File: src/rtl/fetch_unit.sv
// Instruction fetch stage: in-order imem requests, a DEPTH-slot return ring and valid/ready issue to decode.
// A redirect flushes the ring; old-path responses still in flight are counted and dropped as discards.

module fetch_slot (
  input  logic        clk,
  input  logic        rst_n,
  input  logic        flush,
  input  logic        alloc,
  input  logic        fill,
  input  logic        pop,
  input  logic [31:0] alloc_pc,
  input  logic [31:0] fill_data,
  output logic [31:0] pc,
  output logic [31:0] data,
  output logic        filled
);
  always_ff @(posedge clk or negedge rst_n) begin
    if (!rst_n) begin
      pc     <= '0;
      data   <= '0;
      filled <= 1'b0;
    end else if (flush) begin
      filled <= 1'b0;
    end else begin
      if (alloc) begin
        pc     <= alloc_pc;
        filled <= 1'b0;
      end
      if (fill) begin
        data   <= fill_data;
        filled <= 1'b1;
      end
      if (pop) filled <= 1'b0;
    end
  end
endmodule

module fetch_unit #(
  parameter logic [31:0] RESET_PC = 32'h0000_0000,
  parameter int unsigned DEPTH    = 4
) (
  input  logic        clk,
  input  logic        rst_n,
  output logic        imem_req,
  output logic [31:0] imem_addr,
  input  logic        imem_gnt,
  input  logic        imem_rvalid,
  input  logic [31:0] imem_rdata,
  input  logic        redirect,
  input  logic [31:0] redirect_pc,
  output logic        instr_valid,
  input  logic        instr_ready,
  output logic [31:0] instr,
  output logic [31:0] instr_pc,
  output logic [31:0] instr_pc4,
  output logic [6:0]  op,
  output logic [2:0]  funct3,
  output logic        funct7
);
  localparam int unsigned PW      = $clog2(DEPTH);
  localparam int unsigned CW      = PW + 1;
  localparam logic [CW:0] DEPTH_C = (CW+1)'(DEPTH);
  localparam logic [CW-1:0] ONE   = CW'(1);
  localparam logic [31:0] NOP     = 32'h0000_0013;

  logic [31:0]            fetch_pc;
  // Pointers carry one extra wrap bit so full and empty stay distinguishable.
  logic [CW-1:0]          alloc_ptr, fill_ptr, head_ptr, discard;
  logic [CW-1:0]          count, unfilled, redir_discard;
  logic [CW:0]            occupancy;
  logic [PW-1:0]          alloc_idx, fill_idx, head_idx;
  logic                   grant, resp_drop, resp_fill, pop, redir_drop;
  logic [DEPTH-1:0][31:0] slot_pc, slot_data;
  logic [DEPTH-1:0]       slot_filled;

  assign count     = alloc_ptr - head_ptr;
  assign unfilled  = alloc_ptr - fill_ptr;
  assign occupancy = {1'b0, count} + {1'b0, discard};
  assign alloc_idx = alloc_ptr[PW-1:0];
  assign fill_idx  = fill_ptr[PW-1:0];
  assign head_idx  = head_ptr[PW-1:0];

  assign imem_req  = rst_n & ~redirect & (occupancy < DEPTH_C);
  assign imem_addr = fetch_pc;
  assign grant     = imem_req & imem_gnt;

  // Unsolicited responses (no discard pending, nothing outstanding) fall through both terms.
  assign resp_drop = imem_rvalid & (discard != '0);
  assign resp_fill = imem_rvalid & (discard == '0) & (unfilled != '0) & ~redirect;

  // In the redirect cycle the arriving word is charged to a discard or an old-path slot.
  assign redir_drop    = imem_rvalid & ((discard != '0) | (unfilled != '0));
  assign redir_discard = discard + unfilled - (redir_drop ? ONE : '0);

  assign instr_valid = slot_filled[head_idx] & (count != '0);
  assign pop         = instr_valid & instr_ready & ~redirect;

  always_ff @(posedge clk or negedge rst_n) begin
    if (!rst_n) begin
      fetch_pc  <= RESET_PC;
      alloc_ptr <= '0;
      fill_ptr  <= '0;
      head_ptr  <= '0;
      discard   <= '0;
    end else if (redirect) begin
      fetch_pc  <= redirect_pc & ~32'h3;
      fill_ptr  <= alloc_ptr;
      head_ptr  <= alloc_ptr;
      discard   <= redir_discard;
    end else begin
      if (grant) begin
        alloc_ptr <= alloc_ptr + ONE;
        fetch_pc  <= fetch_pc + 32'd4;
      end
      if (resp_drop) discard  <= discard - ONE;
      if (resp_fill) fill_ptr <= fill_ptr + ONE;
      if (pop)       head_ptr <= head_ptr + ONE;
    end
  end

  for (genvar i = 0; i < DEPTH; i++) begin : g_slot
    fetch_slot u_slot (
      .clk       (clk),
      .rst_n     (rst_n),
      .flush     (redirect),
      .alloc     (grant && (alloc_idx == PW'(i))),
      .fill      (resp_fill && (fill_idx == PW'(i))),
      .pop       (pop && (head_idx == PW'(i))),
      .alloc_pc  (fetch_pc),
      .fill_data (imem_rdata),
      .pc        (slot_pc[i]),
      .data      (slot_data[i]),
      .filled    (slot_filled[i])
    );
  end

  always_comb begin
    instr    = NOP;
    instr_pc = '0;
    if (instr_valid) begin
      instr    = slot_data[head_idx];
      instr_pc = slot_pc[head_idx];
    end
  end

  assign instr_pc4 = instr_pc + 32'd4;
  assign op        = instr[6:0];
  assign funct3    = instr[14:12];
  assign funct7    = instr[30];
endmodule

File: config.mk
export PLATFORM = sky130hd
export DESIGN_NAME = fetch_unit
export DESIGN_NICKNAME = d
export VERILOG_FILES = /design/src/rtl/fetch_unit.sv
export SDC_FILE = /design/constraint.sdc
export NUM_CORES = 1
export LEC_CHECK = 0
export BUFFER_PORTS_ARGS = -buffer_cell sky130_fd_sc_hd__buf_2
export CAP_MARGIN = 20
export CORE_MARGIN = 5
export CORE_UTILIZATION = 55
export CTS_CLUSTER_DIAMETER = 100
export DETAILED_ROUTE_END_ITERATION = 10
export PLACE_DENSITY_LB_ADDON = 0.05
export SYNTH_ARGS = -nofsm -noshare
export SYNTH_HDL_FRONTEND = slang
export SYNTH_SLANG_ARGS = --single-unit
File: constraint.sdc
create_clock -name clk -period 5.9 [get_ports clk]
set_input_delay 0.59 -clock clk [delete_from_list [all_inputs] [get_ports clk]]
set_output_delay 0.59 -clock clk [all_outputs]
set_load 0.005 [all_outputs]
==> flow_metrics.tcl <==
set metrics [dict create \
    synth_edf_count 0 \
    drv_slew 0 \
    track_usage 0.231 \
    synthAdderAreaFrac 0.0225 \
    placed_cells 1662 \
    htree_levels 2 \
    critPathKind "flip-flop to output port" \
    avgRoutedWirePerCell_um 20.9 \
    tns_ps 0 \
    insertion_delay_ps 510 \
    drive_gt1_frac 0.424 \
    fin_crit_sh 0.911 \
    whs_ps 20.3 \
    grt_max_degree 157 \
    final.min_clock_period_ps 5370 \
    viasPerCell 5.72 \
    fmax_ghz 0.186 \
    preCtsSetupSlack_ps 1050 \
    synth_area_per_cell_um2 13.4 \
    netlist_area_um2 15400 \
    r2r_setup_slack_ps 1340 \
    ant_nets 0 \
    dieArea_um2 31500 \
    hold_viol 0 \
    start_util 0.556 \
    clk_path_buf_depth 3 \
    grt-ovfl-total 0 \
    p_per_area_nw_per_um2 461 \
    die_h_um 178 \
    multi_input_area_um2 7350 \
    critPathMaxFanout 32 \
    hpwl_mm 22.6 \
    coreArea_um2 27800 \
    place_area_um2 16400 \
    end_kind "output port" \
    gp_congestion 0.766 \
    drt-initial-drc-count 484 \
    area_growth_pct 13.7 \
    clkSinkCount 294 \
    ys_seq_elements 294 \
    nFillCells 2228 \
    synth_cell_type_count 55 \
    grt_pass1_wl_mm 57.4 \
    synth-simple-area-share 0.0954 \
    vdd_drop_max_v 0.000230 \
    worst_pin_slew_ps 1040 \
    rsz0062_at_grt "no" \
    grt_pass1_vias 10300 \
    yosysTopAreaCell "dfrtp_1" \
    wl_mm 36.0 \
    worst_slack_ps 528 \
    pin_count 211 \
    synth_xor_area_frac 0.0269 \
    num_vias 9851 \
    ys.flop_type "dfrtp_1" \
    max_slew_margin 0.304 \
    route.detailed.drc 0 \
    finish.utilization 0.632 \
    finClkSkew_ps 11.9 \
    nets 1418 \
    antenna_found_initial 0 \
    clock-root-buffer "clkbuf_16" \
    yosysSeqAreaShare 0.477 \
    tritoncts "yes" \
    yosys_warnings 0 \
    synth_top_area_share 0.477 \
    hp-class "input pin to async pin" \
    io_buffers 202 \
    maxCapViolCount 0 \
    num_rows 61 \
    async_flop_share 1.00 \
    setup_violations 0 \
    synthMuxAreaShare 0.288 \
    finalPower_mw 8.10 \
    synth_area_leaders "dfrtp_1 48%, mux2_4 11%, mux4_2 8.9%" \
    insertedDiodeCount 0 \
    cp.required_ps 5310 \
    cts_made_buffers 35 \
    arrival_ps 4780 \
    crit_path_start_kind "flip-flop" \
    clk_pin_slew_ps 60 \
    synth_compound_area_frac 0.0417 \
    ctsResizeCount 0 \
    synth_top_family_by_area "multiplexers" \
    regArea_um2 7360 \
    syn-instance-count 1153 \
    ctsHoldBuffers 0 \
    finalInstanceArea_um2 17600 \
    die_x_um 178 \
    cts_setup_buffers 0 \
    dr.pass1.iters 4 \
    p_leak_nw 8.86 \
    status "finished, final reports clean" \
    final_cells 1721 \
]
[cells in the mapped netlist, types with 8 or more instances]
cell type / instances
nand3_1: 30
a221o_1: 8
mux4_2: 61
clkbuf_1: 36
xor2_1: 12
and2_1: 57
nand4_1: 10
buf_2: 15
mux2_2: 112
buf_12: 12
ha_1: 23
inv_1: 28
o311ai_0: 8
mux2_4: 117
dfrtp_1: 294
buf_4: 18
nand2_1: 75
xnor2_1: 30
o21ai_0: 57
nor2_1: 39
a21oi_1: 10
and3_1: 9
nor3_1: 10
[state kept, by name (all words and copies together), names as in the netlist]
signal                count
alloc_ptr                 3
discard                   3
fill_ptr                  3
g_slot.u_slot.data      128
g_slot.u_slot.filled      4
g_slot.u_slot.pc        120
head_ptr                  3
imem_addr                30
[critical path, stage by stage, from the launching register on]
cell     delay (ps)
dfrtp_4         750
inv_1           200
fa_1            450
xnor3_1         400
o21ai_2         290
inv_2           170
and2_1          160
ha_1            180
nand3_1         250
nor4_4          710
and3_1          330
nand3_1         120
xnor2_1         150
buf_2           130
[kinds of logic (layout without fill, tap and decap cells)]
kind of cell | count (synthesis) | after routing
AOI/OAI and AO/OA | 105 | 105
xor gates and xnor gates | 44 | 44
adders and majority gates | 26 | 26
buffers and inverters | 117 | 302
DFF | 294 | 294
muxes | 296 | 296
other | 1 | 6
and+or+nand+nor | 270 | 270
[layout by cell type (no fill, tap or decap), drive strengths merged, types with 4 or more instances in the layout]
cell type	n
nand2	81
and4	4
conb	6
nand2b	7
dfrtp	294
inv	28
o311ai	8
clkbuf	51
xnor2	30
buf	216
a31oi	7
nand3	30
a221o	8
mux2	229
nor4	8
o21ai	59
nor3	10
and2	57
mux4	61
nand3b	4
nand4	10
and3	9
a21oi	10
o211ai	5
ha	23
clkinv	5
mux2i	6
xor2	12
nor2	40
[per-layer routing]
metal,vias to the layer above,part of all wire,global-route usage
met5,-,0,0
met2,286,0.49,0.383
li1,4457,-,-
met4,0,0.020,0.0616
met1,5053,0.44,0.321
met3,55,0.049,0.0337
[where the power goes]
group	internal [mW]	total, mW	switching (mW)
Sequential	2.77	3.32	0.550
Clock	1.26	2.06	0.802
Combinational	1.59	2.72	1.13
Total	5.61	8.10	2.49
[path summary, 6_finish.rpt]
check,cells past startpoint,start,endpoint
max,13,head_ptr[1],instr_pc4[24]
min,1,rst_n,g_slot[3].u_slot.data[8]
max reg2reg,9,head_ptr[1],imem_addr[4]
min reg2reg,2,g_slot[0].u_slot.pc[7],g_slot[0].u_slot.pc[7]
max in group asynchronous,2,rst_n,g_slot[3].u_slot.data[18]
min in group clk,3,redirect_pc[7],imem_addr[7]
[area by class of cell]
cell class / instances / area share
inverters: 28 / 0.00599
clock inverters: 7 / 0.00356
clock buffers: 51 / 0.0592
multi-input cells: 747 / 0.419
flip-flops and latches: 294 / 0.419
well taps: 378 / 0.0269
repair buffers: 216 / 0.0660
(Power assumes the default switching activity.)
